==> config.mk <==
export PLATFORM = sky130hd
export DESIGN_NAME = sram_rd_pipe
export DESIGN_NICKNAME = d
export VERILOG_FILES = /design/src/rtl/sram_rd_pipe_pkg.sv /design/src/rtl/sram_rd_fifo.sv /design/src/rtl/sram_rd_pipe.sv
export SDC_FILE = /design/constraint.sdc
export NUM_CORES = 1
export LEC_CHECK = 0
export ABC_AREA = 1
export BUFFER_PORTS_ARGS = -buffer_cell sky130_fd_sc_hd__buf_2
export CORE_ASPECT_RATIO = 1.25
export CORE_UTILIZATION = 60
export DETAILED_ROUTE_END_ITERATION = 7
export GPL_TIMING_DRIVEN = 0
export HOLD_SLACK_MARGIN = 0.03
export PLACE_DENSITY = 0.93
export SYNTH_ARGS = -nofsm -noshare
export SYNTH_HDL_FRONTEND = slang
export SYNTH_SLANG_ARGS = --single-unit
==> constraint.sdc <==
create_clock -name clka -period 6.45 [get_ports clka]
set_clock_uncertainty 0.1 [all_clocks]
set_input_delay 0.645 -clock clka [delete_from_list [all_inputs] [get_ports clka]]
set_output_delay 0.645 -clock clka [all_outputs]
set_load 0.1 [all_outputs]
==> src/rtl/sram_rd_pipe_pkg.sv <==
// Shared defaults for the SRAM read-return pipeline.
// Holds data width, read latency and buffer depth.
package sram_rd_pipe_pkg;

  localparam int BIT_DATA  = 16;
  localparam int RD_LAT    = 1;
  localparam int BUF_DEPTH = 4;

endpackage

==> src/rtl/sram_rd_fifo.sv <==
// Small output FIFO for captured SRAM words.
// Full/empty come from the occupancy count.
module sram_rd_fifo
  import sram_rd_pipe_pkg::*;
#(
  parameter int W     = 64,
  parameter int DEPTH = 4,
  parameter int AW    = $clog2(DEPTH),
  parameter int CW    = $clog2(DEPTH + 1)
) (
  input  logic          clka,
  input  logic          rst,
  input  logic          push,
  input  logic          pop,
  input  logic [W-1:0]  din,
  output logic [W-1:0]  head,
  output logic [CW-1:0] count,
  output logic          full,
  output logic          empty
);

  logic [W-1:0]  mem [DEPTH];
  logic [AW-1:0] wr_ptr;
  logic [AW-1:0] rd_ptr;
  logic [CW-1:0] cnt;

  always_ff @(posedge clka) begin
    if (rst) begin
      wr_ptr <= '0;
      rd_ptr <= '0;
      cnt    <= '0;
    end else begin
      if (push) wr_ptr <= wr_ptr + 1'b1;
      if (pop)  rd_ptr <= rd_ptr + 1'b1;
      case ({push, pop})
        2'b10:   cnt <= cnt + 1'b1;
        2'b01:   cnt <= cnt - 1'b1;
        default: cnt <= cnt;
      endcase
    end
  end

  always_ff @(posedge clka) begin
    if (push) mem[wr_ptr] <= din;
  end

  assign head  = mem[rd_ptr];
  assign count = cnt;
  assign full  = (cnt == CW'(DEPTH));
  assign empty = (cnt == '0);

endmodule

==> src/rtl/sram_rd_pipe.sv <==
// SRAM read-return pipe: latency tracking, credits,
// output FIFO and fill/hold output mux.
module sram_rd_pipe
  import sram_rd_pipe_pkg::*;
#(
  parameter int WIDTH  = BIT_DATA,
  parameter int LANES  = 4,
  parameter int RD_LAT = sram_rd_pipe_pkg::RD_LAT,
  parameter int DEPTH  = BUF_DEPTH
) (
  input  logic                       clka,
  input  logic                       rst,
  input  logic                       ena,
  input  logic                       wea,
  input  logic [LANES*WIDTH-1:0]     douta,
  input  logic                       hold_mode,
  input  logic                       out_ready,
  output logic                       rd_ready,
  output logic                       out_valid,
  output logic [LANES*WIDTH-1:0]     douta_buf,
  output logic [$clog2(DEPTH+1)-1:0] count,
  output logic                       overflow
);

  localparam int DW = LANES * WIDTH;
  localparam int SW = $clog2(DEPTH + RD_LAT + 1) + 1;

  logic [RD_LAT-1:0] vld;
  logic [DW-1:0]     last;
  logic [DW-1:0]     head;
  logic [SW-1:0]     credit;
  logic              strobe;
  logic              full;
  logic              empty;
  logic              push;
  logic              pop;

  assign strobe = vld[RD_LAT-1];
  assign out_valid = ~empty;
  assign pop = out_valid & out_ready;
  // A full FIFO still accepts a capture when it pops the same edge
  assign push = strobe & (~full | pop);

  always_ff @(posedge clka) begin
    if (rst) begin
      vld      <= '0;
      overflow <= 1'b0;
      last     <= '0;
    end else begin
      vld[0] <= ena & ~wea;
      for (int i = 1; i < RD_LAT; i++)
        vld[i] <= vld[i-1];
      if (strobe & full & ~pop)
        overflow <= 1'b1;
      if (pop)
        last <= head;
    end
  end

  always_comb begin
    credit = SW'(count);
    for (int i = 0; i < RD_LAT; i++)
      credit = credit + SW'(vld[i]);
  end

  assign rd_ready = (credit < SW'(DEPTH));

  always_comb begin
    douta_buf = '0;
    unique case (1'b1)
      out_valid:              douta_buf = head;
      (~out_valid & hold_mode): douta_buf = last;
      default:                douta_buf = '0;
    endcase
  end

  sram_rd_fifo #(
    .W     (DW),
    .DEPTH (DEPTH)
  ) u_fifo (
    .clka  (clka),
    .rst   (rst),
    .push  (push),
    .pop   (pop),
    .din   (douta),
    .head  (head),
    .count (count),
    .full  (full),
    .empty (empty)
  );

endmodule

==> After elaboration in Yosys (flattened, before gate mapping) <==
Memories as Yosys holds them, arrays and structs flattened. A register that Yosys moved wholly into a read port is not among the register bits.
Index checks and enable logic that the tools add are counted.
{ "word_totals": {"in_bits": 70, "n_memories": 1, "word_cells": 35, "reg_bits": 73, "ramBits": 256, "output_inout_bits": 70} }
{ "classes": {"eq_ne": 3, "n_addsub": 5, "n_mux": 6, "order_cmp": 1, "n_bitwise": 11, "n_reduce_logical": 2} }
{ "memory_table": {"columns": ["name", "depth", "word_bits", "rd", "rd_clocked_by_memory_dff", "write_ports", "line", "text"], "rows": [
  ["u_fifo.mem", 4, 64, 1, 1, 1, "sram_rd_fifo.sv:22", "logic [W-1:0] mem [DEPTH];"]
]} }
{ "op_table": {"columns": ["cell", "count"], "rows": [
  ["$pmux 64 s2", 1],
  ["$and 1x1->1", 6],
  ["$pmux 3 s2", 1],
  ["$add 2x1->2 const B", 2],
  ["$add 3x1->4", 1],
  ["$lt 4x3->1 const B", 1],
  ["$mux 2", 2],
  ["$not 1->1", 4],
  ["$add 3x1->3 const B", 1],
  ["$eq 3x3->1 const B", 1],
  ["$logic_not 3->1", 1],
  ["$sub 3x1->3 const B", 1],
  ["$eq 2x1->1 const B", 1],
  ["$eq 2x2->1 const B", 1],
  ["$mux 1", 2],
  ["$reduce_bool 2->1", 1],
  ["$or 1x1->1", 1]
]} }

==> Depth between registers and ports, before layout <==
{ "depth": {"ltp_word": 7, "depth_mapped": 10, "mapped_depth_nobuf": 10} }

==> Hierarchy <==
From an unflattened synthesis, not the netlist that was laid out.
{ "unflattened": {"hier_cells": 1256, "area_unflattened_um2": 13499.2} }
{ "by_module_without_submodules": {"columns": ["module", "area_each_um2", "cells_per_inst", "instances", "seq_area_each_um2"], "rows": [
  ["sram_rd_fifo", 9939.5, 677, 1, 7867.5],
  ["sram_rd_pipe", 3559.7, 579, 1, 1321.3]
]} }

==> Worst setup path after synthesis <==
Ideal clock, no wire load.
{ "synth_path": {"path_kind": "reg2out", "from": "register u_fifo.cnt[2], in the netlist u_fifo.count[2]", "to": "output port douta_buf[32]", "t_arrival_ps": 4042, "path_slack_ps": 1663, "required_ps": 5705, "path_buffers": 2, "stages_incl_launch_ff": 7, "path_cell_list": "dfxtp_1 -> inv_2 -> nand2_2 -> inv_2 -> buf_4 -> buf_6 -> o21ai_0"} }
{ "synth_via": {"elab_chain_cells": 3, "word_cells_on_any_way": 4, "classes_between": "1 x mux; 2 x bitwise; 1 x reduce/logical"} }
{ "synth_rtl": {"columns": ["item", "line", "text"], "rows": [
  ["from (decl)", "sram_rd_fifo.sv:25", "logic [CW-1:0] cnt;"],
  ["from (signal assigned)", "sram_rd_fifo.sv:36", "2'b10: cnt <= cnt + 1'b1;"],
  ["from (signal assigned)", "sram_rd_fifo.sv:37", "2'b01: cnt <= cnt - 1'b1;"],
  ["from (signal assigned)", "sram_rd_fifo.sv:38", "default: cnt <= cnt;"],
  ["$logic_not 3->1", "sram_rd_fifo.sv:50", "assign empty = (cnt == '0);"],
  ["$not 1->1", "sram_rd_pipe.sv:39", "assign out_valid = ~empty;"],
  ["named net out_valid", "sram_rd_pipe.sv:19", "output logic out_valid,"],
  ["$pmux 64 s2", "sram_rd_pipe.sv:70", "unique case (1'b1)"],
  ["to (decl)", "sram_rd_pipe.sv:20", "output logic [LANES*WIDTH-1:0] douta_buf,"]
]} }
The timed path passes the listed nets, and every way through them passes these cells.

==> flow_metrics.py <==
metrics = {
    "place": {
        "hpwl_mm": 23.5,
        "gp_congestion": 0.838,
        "placed_cell_area_um2": 14800,
        "port_buffers": 138,
    },
    "floorplan": {
        "ioPinCount": 140,
        "die_w_um": 137,
        "die-area_um2": 23300,
        "rows": 61,
        "start_util_pct": 61.2,
        "core_um2": 22200,
        "die_h_um": 170,
    },
    "synthesis": {
        "seq_area_frac_synth_pct": 67.6,
        "synth_simple_gate_area_share_pct": 6.87,
        "synth_top_cell_by_area": "edfxtp_1",
        "syn-num-nets": 1194,
        "synth.most_common_cell": "edfxtp_1",
        "synth_flop_cell": "edfxtp_1",
        "yosys_register_bits": 331,
        "synth-edff-count": 256,
        "yosys.area.top_type_share_pct": 56.6,
        "async_reset_ff_share_pct": 0,
        "synth_fa_ha_area_share_pct": 0.516,
        "synthCells": 1119,
        "synth-xor-area-share_pct": 0,
        "synth.distinct_cells": 30,
        "synth_top_family_by_area": "compound AO/OA/AOI/OAI gates",
        "syn_area_per_cell_um2": 12.1,
        "ys_warn_count": 0,
        "synth.cell_area_um2": 13600,
        "synth_area_leaders": "edfxtp_1, dfxtp_1, o21ai_0",
        "synth_common_cells": "edfxtp_1, o21ai_0, inv_1, dfxtp_1, nor2_1",
        "synth_compound_area_share_pct": 19.2,
        "muxShareOfSynthArea_pct": 0,
    },
    "critical_path": {
        "cp_cell_sequence": "buf_2, clkbuf_1, o21ai_0, a2bb2oi_2, o21ai_1, buf_2",
        "crit_required_ns": 5.70,
        "r2r_start": "u_fifo.count[2]",
        "r2r_slack_ns": 4.14,
        "ff2ff_path_depth": 6,
        "worstReg2RegEnd": "u_fifo.mem[2][44]",
        "startpoint_type": "flop",
        "worst-path-buf-inv": 3,
        "crit_type": "flop to output port",
        "worstPathMaxFanout": 10,
        "end_kind": "output port",
        "max_stage_delay_ns": 0.49,
        "path_delay_family": "buffers and inverters",
        "crit_slowest_cell": "buf_2",
        "cp.arrival_ns": 2.82,
        "cp_common_cell": "buf_2",
    },
    "global_routing": {
        "grt_pass1_wl_mm": 55.3,
        "met1_usage_pct": 39.1,
        "gr-usage-met2_pct": 52.2,
        "antenna_found_initial": 3,
        "grt_pass1_vias": 10200,
        "top_usage_layer": "met2",
        "grt_max_degree": 33,
        "overflow": 0,
        "grt.met3_usage_pct": 6.55,
        "grt_usage_pct": 32.2,
    },
    "power_and_ir_drop": {
        "totalPowerFinal_mw": 7.07,
        "ir_worst_vdd_uv": 444,
        "power.leakage_nw": 5.87,
        "p_per_area_nw_per_um2": 446,
    },
    "sta": {
        "min_period_over_period_pct": 55.3,
        "fin_tns_setup_ns": 0,
        "max_slew_margin_pct": 47.9,
        "finalHoldViolations": 0,
        "fmax_ghz": 0.280,
        "worst_slew_pin_slew_ns": 0.781,
        "rsz0062_at_grt": "no",
        "min_period_ns": 3.57,
        "drv_slew": 0,
        "setup_viol": 0,
    },
    "clock_network": {
        "worstSkewPairLatency_ns": 0.57,
        "cts_root_buffer": "clkbuf_16",
        "post_cts_resized": 0,
        "clock_sinks": 331,
        "htree_levels": 1,
        "post_cts_buffers": 0,
        "tritoncts": "yes",
        "cts_hold_buf": 0,
        "cts_inserted_buffers": 30,
        "clk_path_buf_depth": 3,
        "clkTransAtPathRegs_ns": 0.07,
    },
    "flow_run": {
        "maxCapViolCount": 0,
    },
    "route": {
        "dr.pass1.iters": 7,
        "drt_iter0_markers": 1610,
        "drc": 0,
        "ant_nets": 0,
        "wirelength_mm": 37.3,
        "vias": 10400,
        "routed_via_density": 6.49,
        "post_drt_wl_per_cell_um": 23.2,
    },
    "cells_and_area": {
        "final_nets": 1372,
        "fin_area_um2": 15800,
        "area_growth_pct": 16.5,
        "drive_gt1_share_pct": 23.5,
        "n_fill_cell": 1306,
    },
    "min_path": {
        "hold_end": "strobe",
        "hold_depth": 2,
        "hp-start": "wea",
        "hp-class": "input port to flop",
    },
    "outcome": {
        "status": "completed",
    },
}
report_power, final:
part           internal (mW)  switching, mW  leakage [nW]
combinational          0.509           2.27          2.45
sequential              2.43         0.0699          2.93
clock                  0.997          0.796         0.491
total                   3.93           3.13          5.87
how the worst max path moves through the flow:
stage | start | end | cells after the start
after global placement | out_ready | u_fifo.mem[3][29] | 5
after detailed placement | hold_mode | douta_buf[10] | 5
after floorplan | u_fifo.count[2] | douta_buf[32] | 6
after CTS | flop | douta_buf[49] | 6
after global routing | flop | douta_buf[31] | 6
final | flop | douta_buf[31] | 6
stage by stage:
stage	worst slack [ns]	std cells	utilization (%)	hold slack (ns)
after global routing	2.73	1606	71.3	0.136
after CTS	3.01	1604	71.3	0.129
final	2.88	1607	71.3	0.128
after floorplan	1.66	1119	-	0.377
after global placement	0.193	1540	65.9	0.342
after detailed placement	3.37	1548	66.8	0.350
cells by family (layout without fill, tap and decap cells):
logic type | Yosys count | after routing
AO/OA/AOI/OAI | 397 | 397
buffers and inverters | 165 | 367
flip-flops | 331 | 331
adder cells (fa/ha/maj) | 5 | 5
other | 0 | 3
AND/OR/NAND/NOR | 221 | 221
state kept, by name, indices dropped and copies added, names as in the netlist, named ones only:
name and cells:
last 64, u_fifo.rd_ptr 2, u_fifo.mem 256, u_fifo.count 3
overflow 1, u_fifo.wr_ptr 2, strobe 1
worst reg2reg max path: stages, from the launching register on:
cell and delay [ns]:
dfxtp_1 0.35, inv_2 0.09, nor2_1 0.04, nand2_1 0.11
nand2_1 0.31, nor2_4 0.68, buf_12 0.30
cells in the final DEF, fill, tap and decap left out, types with 5 or more instances in the layout:
| master | Yosys | final |
|---|---|---|
| edfxtp_1 | 256 | 256 |
| o21ai_0 | 198 | 198 |
| buf_2 | 20 | 158 |
| inv_1 | 77 | 77 |
| dfxtp_1 | 75 | 75 |
| nand2_1 | 72 | 72 |
| nand3_1 | 71 | 71 |
| nor2_1 | 74 | 70 |
| a21oi_1 | 70 | 70 |
| o21ai_1 | 62 | 62 |
| a2bb2oi_2 | 60 | 60 |
| clkbuf_1 | 35 | 39 |
| clkbuf_16 | 0 | 30 |
| buf_4 | 11 | 11 |
| buf_6 | 11 | 11 |
| clkinv_1 | 1 | 6 |
| buf_12 | 0 | 6 |
| clkbuf_8 | 0 | 5 |
routing by layer:
| metal | routed length [um] | up-vias |
|---|---|---|
| li1 | - | 4412 |
| met1 | 12500 | 4909 |
| met2 | 18000 | 906 |
| met3 | 4410 | 205 |
| met4 | 2420 | 0 |
| met5 | 0 | - |
cell type report:
cell class	instances	area (um^2)	area share, %
clock inverters	17	156	0.987
clock buffers	39	835	5.27
repair buffers	146	866	5.47
flip-flops and latches	331	9190	58.0
inverters	83	317	2.00
plain buffers	82	472	2.98
multi-input cells	623	3640	23.0
diodes	3	7.51	0.0474
well taps	283	354	2.24
Power figures use the tool's default switching activity.
